**config.mk**
```make
export PLATFORM = sky130hd
export DESIGN_NAME = axi3_line_refill_flat
export DESIGN_NICKNAME = d
export VERILOG_FILES = /design/src/rtl/axi3_line_refill_if.sv /design/src/rtl/axi3_line_refill.sv /design/src/flat_wrapper.sv
export SDC_FILE = /design/constraint.sdc
export NUM_CORES = 1
export LEC_CHECK = 0
export BUFFER_PORTS_ARGS = -buffer_cell sky130_fd_sc_hd__buf_4
export CAP_MARGIN = 30
export CORE_MARGIN = 4
export CORE_UTILIZATION = 49
export CTS_CLUSTER_DIAMETER = 120
export CTS_CLUSTER_SIZE = 25
export DETAILED_ROUTE_END_ITERATION = 8
export PLACE_DENSITY = 0.8
export SLEW_MARGIN = 20
export SYNTH_ARGS = -nofsm -noshare
export SYNTH_HDL_FRONTEND = slang
export SYNTH_SLANG_ARGS = --single-unit
```
**constraint.sdc**
```tcl
create_clock -name clk -period 6.4 [get_ports clk]
set_input_delay 1.28 -clock clk [delete_from_list [all_inputs] [get_ports clk]]
set_output_delay 1.28 -clock clk [all_outputs]
set_load 0.02 [all_outputs]
```
**src/rtl/axi3_line_refill_if.sv**
```systemverilog
// axi3_rd_if: AXI3 read-address and read-data channels between one burst master and its slave.
// A transfer happens on every rising edge where valid and ready are both high; the valid side holds its payload stable until then.
interface axi3_rd_if #(
    parameter int unsigned BUS_WIDTH = 4
);
    logic                 arvalid;
    logic                 arready;
    logic [31:0]          araddr;
    logic [BUS_WIDTH-1:0] arid;
    logic [3:0]           arlen;
    logic [2:0]           arsize;
    logic [1:0]           arburst;
    logic [1:0]           arlock;
    logic [3:0]           arcache;
    logic [2:0]           arprot;
    logic                 rvalid;
    logic                 rready;
    logic [31:0]          rdata;
    logic [BUS_WIDTH-1:0] rid;
    logic [1:0]           rresp;
    logic                 rlast;

    modport master (
        output arvalid, araddr, arid, arlen, arsize, arburst, arlock, arcache, arprot, rready,
        input  arready, rvalid, rdata, rid, rresp, rlast
    );

    modport slave (
        input  arvalid, araddr, arid, arlen, arsize, arburst, arlock, arcache, arprot, rready,
        output arready, rvalid, rdata, rid, rresp, rlast
    );
endinterface

```
**src/rtl/axi3_line_refill.sv**
```systemverilog
// axi3_line_refill: single-outstanding AXI3 burst read master that fetches one cache line per request.
// Define AXI3_RD_WRAP_EN for critical-word-first WRAP bursts; the default build issues line-aligned INCR bursts.
module axi3_line_refill #(
    parameter int unsigned          LINE_WIDTH = 256,
    parameter int unsigned          BUS_WIDTH  = 4,
    parameter logic [BUS_WIDTH-1:0] ARID       = '0
) (
    input  logic                  clk,
    input  logic                  rst,
    input  logic                  req_valid,
    input  logic [31:0]           req_addr,
    output logic                  req_ready,
    output logic                  resp_valid,
    output logic [LINE_WIDTH-1:0] resp_line,
    output logic                  resp_err,
    output logic                  resp_crit_valid,
    output logic [31:0]           resp_crit_word,
    output logic [1:0]            dbg_state,
    axi3_rd_if.master             axi
);
    localparam int unsigned LINE_WORDS = LINE_WIDTH / 32;
    localparam int unsigned OFS        = $clog2(LINE_WIDTH / 8);
    localparam int unsigned PTR_W      = OFS - 2;
    localparam logic [PTR_W-1:0] LAST_IDX = PTR_W'(LINE_WORDS - 1);

    typedef enum logic [1:0] {
        S_IDLE = 2'd0,
        S_ADDR = 2'd1,
        S_DATA = 2'd2,
        S_DONE = 2'd3
    } state_t;

    state_t                state_q, state_d;
    logic [31:0]           addr_q, addr_d;
    logic                  err_q, err_d;
    logic [PTR_W-1:0]      ptr_q, ptr_d;
    logic [PTR_W-1:0]      cnt_q, cnt_d;
    logic [LINE_WIDTH-1:0] line_q, line_d;

    logic accept;
    logic beat;
    logic beat_cnt_last;
    logic beat_last;
    logic beat_err;

    assign accept        = (state_q == S_IDLE) && req_valid;
    assign beat          = (state_q == S_DATA) && axi.rvalid;
    assign beat_cnt_last = (cnt_q == LAST_IDX);
    assign beat_last     = axi.rlast || beat_cnt_last;
    // rlast must coincide with the final counted beat; either side arriving alone is a protocol error.
    assign beat_err      = (axi.rresp != 2'b00) || (axi.rid != ARID) || (axi.rlast != beat_cnt_last);

    // State register
    always_ff @(posedge clk) begin
        if (rst) begin
            state_q <= S_IDLE;
        end else begin
            state_q <= state_d;
        end
    end

    // Next-state logic
    always_comb begin
        state_d = state_q;
        case (state_q)
            S_IDLE: if (req_valid) state_d = S_ADDR;
            S_ADDR: if (axi.arready) state_d = S_DATA;
            S_DATA: if (axi.rvalid && beat_last) state_d = S_DONE;
            S_DONE: state_d = S_IDLE;
            default: state_d = S_IDLE;
        endcase
    end

    // Output logic
    always_comb begin
        req_ready   = (state_q == S_IDLE) && !rst;
        resp_valid  = (state_q == S_DONE);
        axi.arvalid = (state_q == S_ADDR);
        axi.rready  = (state_q == S_DATA);
        axi.araddr  = addr_q;
        axi.arid    = ARID;
        axi.arlen   = 4'(LINE_WORDS - 1);
        axi.arsize  = 3'b010;
        axi.arlock  = 2'b00;
        axi.arcache = 4'b0000;
        axi.arprot  = 3'b000;
`ifdef AXI3_RD_WRAP_EN
        axi.arburst     = 2'b10;
        resp_crit_valid = beat && (cnt_q == '0);
        resp_crit_word  = resp_crit_valid ? axi.rdata : 32'h0;
`else
        axi.arburst     = 2'b01;
        resp_crit_valid = 1'b0;
        resp_crit_word  = 32'h0;
`endif
    end

    always_comb begin
        addr_d = addr_q;
        err_d  = err_q;
        ptr_d  = ptr_q;
        cnt_d  = cnt_q;
        line_d = line_q;
        if (accept) begin
            err_d = 1'b0;
            cnt_d = '0;
`ifdef AXI3_RD_WRAP_EN
            addr_d = req_addr & ~32'h3;
            ptr_d  = req_addr[OFS-1:2];
`else
            addr_d = req_addr & ~32'(LINE_WIDTH / 8 - 1);
            ptr_d  = '0;
`endif
        end
        // Erroneous beats are still stored so the line is as complete as the bus allowed.
        if (beat) begin
            line_d[{ptr_q, 5'b00000} +: 32] = axi.rdata;
            ptr_d = ptr_q + PTR_W'(1);
            cnt_d = cnt_q + PTR_W'(1);
            if (beat_err) err_d = 1'b1;
        end
    end

    always_ff @(posedge clk) begin
        if (rst) begin
            addr_q <= '0;
            err_q  <= 1'b0;
            ptr_q  <= '0;
            cnt_q  <= '0;
            line_q <= '0;
        end else begin
            addr_q <= addr_d;
            err_q  <= err_d;
            ptr_q  <= ptr_d;
            cnt_q  <= cnt_d;
            line_q <= line_d;
        end
    end

    assign resp_line = line_q;
    assign resp_err  = err_q;
    assign dbg_state = state_q;
endmodule

```
**src/flat_wrapper.sv**
```systemverilog
// flat-port wrapper written by rule: the top's interface ports become plain ports
module axi3_line_refill_flat 
#(
    parameter int unsigned          LINE_WIDTH = 256,
    parameter int unsigned          BUS_WIDTH  = 4,
    parameter logic [BUS_WIDTH-1:0] ARID       = '0
)
  (clk, rst, req_valid, req_addr, req_ready, resp_valid, resp_line, resp_err, resp_crit_valid, resp_crit_word, dbg_state, axi_arvalid, axi_araddr, axi_arid, axi_arlen, axi_arsize, axi_arburst, axi_arlock, axi_arcache, axi_arprot, axi_rready, axi_arready, axi_rvalid, axi_rdata, axi_rid, axi_rresp, axi_rlast);
  axi3_rd_if #(.BUS_WIDTH(BUS_WIDTH)) axi_i ();
  input  logic clk;
  input  logic rst;
  input  logic req_valid;
  input  logic [31:0] req_addr;
  output logic req_ready;
  output logic resp_valid;
  output logic [LINE_WIDTH-1:0] resp_line;
  output logic resp_err;
  output logic resp_crit_valid;
  output logic [31:0] resp_crit_word;
  output logic [1:0] dbg_state;
  output wire logic [$bits(axi_i.arvalid)-1:0] axi_arvalid;
  output wire logic [$bits(axi_i.araddr)-1:0] axi_araddr;
  output wire logic [$bits(axi_i.arid)-1:0] axi_arid;
  output wire logic [$bits(axi_i.arlen)-1:0] axi_arlen;
  output wire logic [$bits(axi_i.arsize)-1:0] axi_arsize;
  output wire logic [$bits(axi_i.arburst)-1:0] axi_arburst;
  output wire logic [$bits(axi_i.arlock)-1:0] axi_arlock;
  output wire logic [$bits(axi_i.arcache)-1:0] axi_arcache;
  output wire logic [$bits(axi_i.arprot)-1:0] axi_arprot;
  output wire logic [$bits(axi_i.rready)-1:0] axi_rready;
  input wire logic [$bits(axi_i.arready)-1:0] axi_arready;
  input wire logic [$bits(axi_i.rvalid)-1:0] axi_rvalid;
  input wire logic [$bits(axi_i.rdata)-1:0] axi_rdata;
  input wire logic [$bits(axi_i.rid)-1:0] axi_rid;
  input wire logic [$bits(axi_i.rresp)-1:0] axi_rresp;
  input wire logic [$bits(axi_i.rlast)-1:0] axi_rlast;
  assign axi_arvalid = axi_i.arvalid;
  assign axi_araddr = axi_i.araddr;
  assign axi_arid = axi_i.arid;
  assign axi_arlen = axi_i.arlen;
  assign axi_arsize = axi_i.arsize;
  assign axi_arburst = axi_i.arburst;
  assign axi_arlock = axi_i.arlock;
  assign axi_arcache = axi_i.arcache;
  assign axi_arprot = axi_i.arprot;
  assign axi_rready = axi_i.rready;
  assign axi_i.arready = axi_arready;
  assign axi_i.rvalid = axi_rvalid;
  assign axi_i.rdata = axi_rdata;
  assign axi_i.rid = axi_rid;
  assign axi_i.rresp = axi_rresp;
  assign axi_i.rlast = axi_rlast;
  axi3_line_refill #(.LINE_WIDTH(LINE_WIDTH), .BUS_WIDTH(BUS_WIDTH), .ARID(ARID)) u_core (.clk(clk), .rst(rst), .req_valid(req_valid), .req_addr(req_addr), .req_ready(req_ready), .resp_valid(resp_valid), .resp_line(resp_line), .resp_err(resp_err), .resp_crit_valid(resp_crit_valid), .resp_crit_word(resp_crit_word), .dbg_state(dbg_state), .axi(axi_i));
endmodule
```
Word level (Yosys, flattened, before mapping)
Index checks and enable logic that the tools add are counted.
- word-level logic and storage cells: 43
- output and inout bits: 350
- bits of input ports: 76
- register bits after elaboration: 292
- mux-type cells: 11
- add/sub/neg operators: 3
- eq/ne operators: 8
- reductions and logical operators: 13
- shift-type cells: 2
- operators by type and width (cell ; number):
    $bwmux 256 ; 1
    $shift 32x10->256 const A ; 1
    $shiftx 32x10->256 ; 1
    $neg 8->10 ; 1
    $mux 3 ; 3
    $pmux 2 s4 ; 1
    $add 3x1->3 const B ; 2
    $mux 2 ; 3
    $eq 2x2->1 const B ; 2
    $logic_and 1x1->1 ; 4
    $ne 2x1->1 const B ; 2
    $reduce_bool 2->1 ; 2
    $reduce_bool 4->1 ; 1
    $eq 3x3->1 const B ; 1
    $logic_or 1x1->1 ; 3
    $mux 1 ; 3
    $reduce_and 3->1 ; 1
    $eq 2x1->1 const B ; 1
    $logic_not 2->1 ; 1
    $ne 2x2->1 const B ; 1
    $logic_not 1->1 ; 1
    $ne 1x1->1 ; 1

Longest topological paths before layout
Gate-level depths: netlist of the first run.
- word-level depth: 5
- gate-level depth with buffers: 10
- mapped depth without buffers: 7

Worst setup path after synthesis of the first run
No wires, ideal clock.
- kind: input to output
- start point: input rst
- end point: output req_ready
- buffers on the path: 3
- data required time: 5.120 ns
- slack: 2.937 ns
- arrival time: 2.183 ns
- stages: 4
- cell sequence: clkbuf_1 -> clkbuf_1 -> clkbuf_1 -> nor2b_1
- cells in the longest elaborated chain, start to end: 2
- RTL lines (item ; line ; text):
    start: declaration ; flat_wrapper.sv:11 ; input logic rst;
    $logic_not 1->1 ; axi3_line_refill.sv:76 ; req_ready = (state_q == S_IDLE) && !rst;
    $logic_and 1x1->1 ; axi3_line_refill.sv:76 ;
    end: declaration ; flat_wrapper.sv:14 ; output logic req_ready;
Every way passes these cells.

Final worst setup path of the first run
- start point: register u_core.ptr_q[0]
- end point: register u_core.line_q[92] (netlist: u_core.resp_line[92])
- cells in the longest elaborated chain, start to end: 3
- elaborated cells between the ends (all ways): 4
- classes of those cells: add/sub (1); shift (2); mux (1)
- RTL lines (item ; line ; text):
    start: declaration ; axi3_line_refill.sv:36 ; logic [PTR_W-1:0] ptr_q, ptr_d;
    start signal: assignment ; axi3_line_refill.sv:134 ; ptr_q <= ptr_d;
    $neg 8->10 * ; axi3_line_refill.sv:117 ; line_d[{ptr_q, 5'b00000} +: 32] = axi.rdata;
    $shiftx 32x10->256 / $shift 32x10->256 (equally long branches) ; axi3_line_refill.sv:117 ;
    $bwmux 256 * ; axi3_line_refill.sv:117 ;
    end signal: assignment ; axi3_line_refill.sv:136 ; line_q <= line_d;
    end: declaration ; axi3_line_refill.sv:38 ; logic [LINE_WIDTH-1:0] line_q, line_d;
Every way passes the cells marked *; elsewhere a longest branch is shown, timed or not.
A chain may end at the register's enable or synchronous reset.

==> results of run 1 <==
## Yosys cell counts
library cell  count  share of area
a211oi_1          1        0.00062
a21oi_1          30          0.012
a222oi_1          1        0.00083
a22oi_1           4         0.0025
and2_1            2         0.0010
and3b_1           1        0.00072
and4_1            1        0.00072
and4b_1           1        0.00083
buf_1             3        0.00093
buf_2            22         0.0091
buf_4            62          0.038
buf_6             3         0.0028
clkbuf_1         49          0.015
conb_1            2        0.00062
dfxtp_1         292           0.48
ha_1             12          0.012
inv_1            10         0.0031
mux2_2            3         0.0028
mux2i_1         257           0.21
nand2_1          56          0.017
nand2b_1        289           0.15
nand3b_1         29          0.018
nand4_1           3         0.0015
nand4b_1          4         0.0029
nor2_1            6         0.0019
nor2b_1           5         0.0026
nor3_1            1        0.00041
nor4_1            1        0.00052
nor4b_1           3         0.0022
o21bai_1          1        0.00062
o41ai_1           1        0.00072
or2_0             1        0.00052
or4_1             1        0.00062
or4b_1            1        0.00083
## flip-flops by register name (all words and copies together) (netlist names)
register           cells
u_core.resp_line     256
u_core.axi.araddr     27
u_core.cnt_q           3
u_core.ptr_q           3
u_core.dbg_state       2
u_core.resp_err        1
## stage by stage
stage	area [um2]	cells	util
6_report	15200	1795	0.625
2_1_floorplan	12300	1216	-
3_3_place_gp	14800	1775	0.607
4_1_cts	15200	1793	0.623
3_5_place_dp	14800	1776	0.607
5_1_grt	15200	1795	0.625
## logic make-up after synthesis
group | count (synthesis) | synth area share
simple gates | 405 | 0.202
flops | 292 | 0.483
mux | 260 | 0.215
buf+inv | 149 | 0.0695
compound gates | 38 | 0.0177
fa+ha+maj | 12 | 0.0124
other cells | 2 | 0.000620
## worst paths after layout
path | start | to | slack (ns)
max reg2reg | u_core.ptr_q[0] | u_core.resp_line[92] | 2.71
min | u_core.axi.araddr[22] | u_core.axi.araddr[22] | 0.46
max | u_core.ptr_q[0] | u_core.resp_line[92] | 2.71
min reg2reg | u_core.axi.araddr[22] | u_core.axi.araddr[22] | 0.46
## metal layers
metal / part of all wire / vias up
met5: 0 / -
met1: 0.39 / 4222
met2: 0.50 / 296
li1: - / 4310
met3: 0.084 / 51
met4: 0.031 / 0
## power breakdown
part	internal, mW	leakage (nW)	total (mW)	switching, mW
logic	0.245	5.19	0.610	0.366
registers	1.88	2.36	1.92	0.0417
clock network	0.430	0.194	1.01	0.578
total	2.55	7.74	3.54	0.986
## worst max-delay path, delay by kind of cell, from the launching register on
kind	cells	cell delay (ns)
buffers and inverters	2	0.70
multiplexers	1	0.17
flip-flops	1	0.56
AND/OR/NAND/NOR	2	1.00
adder cells (fa/ha/maj)	2	1.12
## final cells by class
cell class              count  area (um2)  share of cell area
repair buffers            377        2870               0.189
clock buffers              15         375              0.0247
inverters                  10        37.5             0.00247
well taps                 324         405              0.0267
clock inverters             2        17.5             0.00115
flip-flops and latches    292        5850               0.385
multi-input cells         775        5640               0.371
==> impl_metrics.toml, run 1 <==
[grt]
grt_overflow = 0
grt_util_met3 = 0.0645
antenna_found_initial = 0
grt_pass1_vias = 8552
grt_usage = 0.223
grt_busiest_layer = "met2"
grt_max_degree = 231
met2_usage = 0.395
met1_usage = 0.261
grt_pass1_wl_um = 48200

[timing]
drv_slew = 0
tns_ns = 0
tightestPinTransition_ns = 0.935
setup_viol = 0
hold-worst-slack_ns = 0.461
fin_skew_ns = 0.0271
max_freq_ghz = 0.271
slew_headroom = 0.375
rsz0062_at_grt = "no"
setup_ws_ns = 2.71
finalHoldViolations = 0
finalCritPeriodShare = 0.577
min_period_ns = 3.69

[detailed_routing]
drtIter0Drc = 402
drc = 0
wire_per_inst_um = 18.2
vias_per_cell = 4.95
detail_route.first_pass.iterations = 4
vias = 8879
wl_um = 32700
final_antenna_net_count = 0

[clocking]
cts_made_buffers = 15
cts-resized-gates = 0
cts.clk_slew.worst_paths_ns = 0.09
htree_levels = 1
postCtsHoldBufs = 0
cts_tree = "built"
cts_buffer_depth = 3
post_cts_buffers = 0
root_buffer = "clkbuf_16"
cts.sinks = 292
insertion_delay_ns = 0.51

[hold_path]
min_path_cells = 2
min_path_type = "flip-flop to flip-flop"

[power_and_ir_drop]
power.total_mw = 3.54
powerDensity_nw_per_um2 = 233
peakVddDrop_mv = 0.227
leakage_nw = 7.74

[worst_setup_path]
worstSetupEndpointType = "flip-flop"
cp_slowest_cell = "ha_2"
worstPathRequired_ns = 6.76
r2r_cells = 7
cp_max_fo = 40
cp_cell_sequence = "inv_1, ha_1, ha_2, nor2b_1, nand4_1, buf_4, mux2i_1"
critPathLaunchType = "flip-flop"
max_stage_delay_ns = 0.89
cp.arrival_ns = 4.06
worstSetupPathType = "flip-flop to flip-flop"

[floorplanning]
io_pins = 426
initial_core_util = 0.498
die_w_um = 165
fp.dieH_um = 165
core_um2 = 24300
die-area_um2 = 27300
num_rows = 57

[layout]
mostFrequentLayoutCells = "372 x buf_4, 292 x dfxtp_1, 289 x nand2b_1, 257 x mux2i_1, 60 x conb_1"
final_nets = 1559
final_layout_size_suffix_gt1_frac = 0.271
area_delta_synth_final_pct = 25.4
antenna_cells = 0
layout_commonest_cell = "buf_4"
fill_cells = 2041

[logic_synthesis]
synth-seq-cells = 292
ys_seq_area_frac = 0.483
yosysWarnings = 0
synthDistinctLibCells = 34
syn-cell-area_um2 = 12100
syn_inst = 1158
postSynthAreaPerCell_um2 = 10.5

[flow_run]
drv_cap = 0

[outcome]
status = "finished, final reports clean"

[place]
gp_congestion = 0.800
portBuffers = 360
dp_slack_ns = 2.66
dp_hpwl_um = 23300
(Power assumes the default switching activity.)
==> run 2: changes to the inputs <==
- CORE_UTILIZATION: 49 -> 45
- PLACE_DENSITY: 0.8 -> 0.77
- clock period: 6.4 -> 3 ns (I/O delays scaled with it)
==> run 2 against run 1 <==
  * Final area rose by 0.49%
  * Sequential power rose by 110%
  * Global-route usage fell by 0.82 points
  * Clock power rose by 110%
  * Setup slack got worse by 2.2 ns
  * Sequential share of layout area fell by 0.19 points
  * Clock-buffer cell count did not move
  * Critical path depth fell by 1
  * Flip-flop and latch count did not move
  * Combinational power rose by 120%
  * Critical endpoint is now u_core.resp_line[202]
  * Largest cell class unchanged
  * Largest power group unchanged
  * Highest routed layer unchanged
==> impl_metrics.toml, run 2 (synthesized netlist as in run 1, its figures left out) <==
[outcome]
status = "finished, final reports clean"

[floorplanning]
io_pins = 426
core_um2 = 26300
initial_core_util = 0.461
die-area_um2 = 29600
fp.dieH_um = 172
die_w_um = 172
num_rows = 59

[worst_setup_path]
cp.arrival_ns = 2.95
worstSetupPathType = "flip-flop to flip-flop"
worstSetupEndpointType = "flip-flop"
critPathLaunchType = "flip-flop"
worstPathRequired_ns = 3.41
cp_max_fo = 22

[place]
dp_hpwl_um = 24600
gp_congestion = 0.778
portBuffers = 360
dpl-instance-area_um2 = 14900
dp_slack_ns = 0.491

[clocking]
cts_made_buffers = 15
cts.clk_slew.worst_paths_ns = 0.10
postCtsHoldBufs = 0
cts_tree = "built"
htree_levels = 1
cts_buffer_depth = 3
cts-resized-gates = 0
post_cts_buffers = 0
cts.sinks = 292
insertion_delay_ns = 0.49
root_buffer = "clkbuf_16"

[layout]
largest_reg_flops = 256
layout_commonest_cell = "buf_4"
fill_cells = 2290
antenna_cells = 0
area_delta_synth_final_pct = 26.0
final_layout_size_suffix_gt1_frac = 0.275
mostFrequentLayoutCells = "382 x buf_4, 292 x dfxtp_1, 289 x nand2b_1, 257 x mux2i_1, 60 x conb_1"
final_nets = 1568
final_area_um2 = 15300

[timing]
setup_viol = 0
setup_ws_ns = 0.461
max_freq_ghz = 0.394
fin_skew_ns = 0.0141
tns_ns = 0
min_period_ns = 2.54
finalCritPeriodShare = 0.846
hold-worst-slack_ns = 0.346
tightestPinTransition_ns = 0.910
finalHoldViolations = 0
drv_slew = 0
rsz0062_at_grt = "no"
slew_headroom = 0.394

[grt]
grt_busiest_layer = "met2"
grt_pass1_vias = 8794
antenna_found_initial = 0
grt_overflow = 0
grt_pass1_wl_um = 50400
grt_util_met3 = 0.0631
grt_usage = 0.215
met2_usage = 0.387
met1_usage = 0.255
grt_max_degree = 81

[power_and_ir_drop]
clockPowerShare = 0.284
p_sw_mw = 2.15
leakage_nw = 7.78
powerDensity_nw_per_um2 = 497
p_sw_frac = 0.283
power.total_mw = 7.59
combPwrFrac = 0.177
peakVddDrop_mv = 0.340
seqPwrFrac = 0.538
internal_power_mw = 5.44

[detailed_routing]
detail_route.first_pass.iterations = 4
vias = 8931
wl_um = 34100
wire_per_inst_um = 18.8
final_antenna_net_count = 0
drtIter0Drc = 425
drc = 0
vias_per_cell = 4.92

[flow_run]
drv_cap = 0

[hold_path]
min_path_type = "primary input to flip-flop"
## run 2: changes by cell type in the layout (fill, tap and decap cells not counted), sizes merged
cell,previous run,this run
inv,12,11
buf,377,386
## run 2: per-layer routing
metal | vias up | part of all wire
li1 | 4328 | -
met1 | 4273 | 0.40
met2 | 289 | 0.50
met3 | 41 | 0.081
met5 | - | 0
met4 | 0 | 0.022
## run 2: power groups by stage
| stage | Clock [mW] | Sequential (mW) | Combinational, mW |
|---|---|---|---|
| final | 2.16 | 4.09 | 1.35 |
| after detailed placement | 0 | 4.17 | 1.34 |
| after CTS | 2.23 | 4.09 | 1.34 |
| after global routing | 2.35 | 4.10 | 1.46 |
| after floorplan | 0 | 4.32 | 0.727 |
| after global placement | 0 | 4.17 | 1.32 |
## run 2: worst max-delay path, stage by stage (launching register included)
cell and delay, ns:
dfxtp_1 0.44, inv_1 0.07, ha_1 0.20, ha_2 0.45, nor2_1 0.20, and4_1 0.82, mux2i_1 0.26
## run 2: path summary, 6_finish.rpt
path / from / endpoint / slack [ns] / depth (start not counted)
worst max-delay path: u_core.ptr_q[1] / u_core.resp_line[202] / 0.46 / 6
worst min-delay path: req_addr[14] / u_core.axi.araddr[14] / 0.35 / 3
worst max register to register: u_core.ptr_q[1] / u_core.resp_line[202] / 0.46 / 6
worst min register to register: u_core.axi.araddr[15] / u_core.axi.araddr[15] / 0.46 / 2
## run 2: final cells by class
| type | instances | area, um2 | share of cell area |
|---|---|---|---|
| well taps | 335 | 419 | 0.0275 |
| multi-input cells | 775 | 5640 | 0.370 |
| repair buffers | 386 | 2930 | 0.192 |
| inverters | 10 | 37.5 | 0.00246 |
| clock inverters | 1 | 8.76 | 0.000574 |
| clock buffers | 15 | 375 | 0.0246 |
| flip-flops and latches | 292 | 5850 | 0.383 |
## run 2: stage by stage
stage | utilization | instances
4_1_cts | 0.580 | 1813
2_1_floorplan | - | 1216
5_1_grt | 0.581 | 1814
3_5_place_dp | 0.566 | 1797
3_3_place_gp | 0.566 | 1797
6_report | 0.581 | 1814
==> run 3: changes to the inputs <==
- CORE_UTILIZATION: 45 -> 49
- PLACE_DENSITY: 0.77 -> 0.8
- clock period: 3 -> 2.6 ns (I/O delays scaled with it)
==> run 3 against run 2 <==
  * Clock skew decreased by 0.0046 ns
  * Clock-buffer cell count unchanged
  * Setup slack got worse by 0.19 ns
  * Largest power group unchanged
  * Register-to-register slack got worse by 0.19 ns
  * Clock power increased by 12%
  * Critical path type unchanged
  * Combinational power increased by 14%
  * Total power increased by 14%
  * Via count decreased by 0.32%
==> impl_metrics.toml, run 3 (synthesized netlist as in run 1, its figures left out) <==
[outcome]
status = "finished, final reports clean"

[floorplanning]
fp.dieH_um = 165
num_rows = 57
core_um2 = 24300
die_w_um = 165
io_pins = 426
initial_core_util = 0.498
die-area_um2 = 27300

[grt]
grt_pass1_wl_um = 48600
grt_overflow = 0
grt_pass1_vias = 8862
grt_usage = 0.226
antenna_found_initial = 0
grt_max_degree = 69

[layout]
layout_commonest_cell = "buf_4"
mostFrequentLayoutCells = "390 x buf_4, 292 x dfxtp_1, 289 x nand2b_1, 257 x mux2i_1, 60 x conb_1"
final_layout_size_suffix_gt1_frac = 0.279
post_layout_nonfiller_instances = 1811
largest_reg_flops = 256
utilization = 0.630
antenna_cells = 0
final_nets = 1576
fill_cells = 2037
area_delta_synth_final_pct = 26.5

[worst_setup_path]
cp_max_fo = 19
worstPathRequired_ns = 2.97
worstSetupPathType = "flip-flop to flip-flop"
critPathLaunchType = "flip-flop"
cp.arrival_ns = 2.71
worstSetupEndpointType = "flip-flop"

[place]
portBuffers = 360
dp_hpwl_um = 24500
dp_cells = 1795
gp_congestion = 0.793

[detailed_routing]
drc = 0
wl_um = 33100
detail_route.first_pass.iterations = 4
vias_per_cell = 4.92
drtIter0Drc = 368
wire_per_inst_um = 18.3
final_antenna_net_count = 0
vias = 8902

[clocking]
cts.clk_slew.worst_paths_ns = 0.10
cts_tree = "built"
cts_buffer_depth = 3
cts_made_buffers = 15
htree_levels = 1
insertion_delay_ns = 0.48
cts.sinks = 292
post_cts_buffers = 0
cts-resized-gates = 0
postCtsHoldBufs = 0
root_buffer = "clkbuf_16"

[timing]
max_freq_ghz = 0.429
finalHoldViolations = 0
finalCritPeriodShare = 0.897
slew_headroom = 0.400
min_period_ns = 2.33
setup_viol = 0
drv_slew = 0
rsz0062_at_grt = "no"
tightestPinTransition_ns = 0.898
fin_skew_ns = 0.00952
tns_ns = 0

[flow_run]
drv_cap = 0

[power_and_ir_drop]
seqPwrFrac = 0.543
leakage_nw = 7.83
p_sw_frac = 0.276
combPwrFrac = 0.178
powerDensity_nw_per_um2 = 566
peakVddDrop_mv = 0.562
p_sw_mw = 2.40
internal_power_mw = 6.28
clockPowerShare = 0.280

[hold_path]
min_path_type = "primary input to flip-flop"
## run 3: layout make-up
type / instances / area, um2 / area share
flip-flops and latches: 292 / 5850 / 0.382
clock buffers: 15 / 375 / 0.0245
inverters: 10 / 37.5 / 0.00245
well taps: 324 / 405 / 0.0265
multi-input cells: 775 / 5640 / 0.368
repair buffers: 394 / 3000 / 0.196
clock inverters: 1 / 8.76 / 0.000572
## run 3: final timing paths
check                           cells past startpoint                   from  slack [ns]                     to
worst max register to register                      8        u_core.ptr_q[1]        0.27  u_core.resp_line[208]
worst min register to register                      2  u_core.axi.araddr[26]        0.46  u_core.axi.araddr[26]
worst min-delay path                                3           req_addr[26]        0.28  u_core.axi.araddr[26]
worst max-delay path                                8        u_core.ptr_q[1]        0.27  u_core.resp_line[208]
## run 3: metal layers
metal / track usage / part of all wire
met3: 0.0663 / 0.085
met5: 0 / 0
met4: 0.0582 / 0.026
met1: 0.254 / 0.38
met2: 0.416 / 0.51
## run 3: metrics by stage
step                      cell area [um2]  total power, mW  setup WS [ns]  hold WS, ns
final                               15300             8.67          0.269        0.278
after global routing                15300             9.07         0.0982        0.258
after CTS                           15300             8.78          0.242        0.244
after detailed placement            14900             6.36          0.277        0.447
after global placement              14900             6.33          0.341        0.444
after floorplan                     12300             5.82          0.395        0.470
## run 3: critical path, stage by stage, from the launching register on
cell and delay [ns]:
dfxtp_1 0.43, inv_1 0.07, ha_1 0.20, ha_2 0.37, buf_4 0.25, nor2_1 0.08
nand4_1 0.09, buf_4 0.33, mux2_2 0.39
## run 3: power groups by stage
stage	clock [mW]	sequential [mW]	combinational, mW
after global routing	2.67	4.73	1.67
after CTS	2.52	4.71	1.55
after detailed placement	0	4.81	1.54
after global placement	0	4.81	1.52
after floorplan	0	4.98	0.839
final	2.42	4.71	1.54
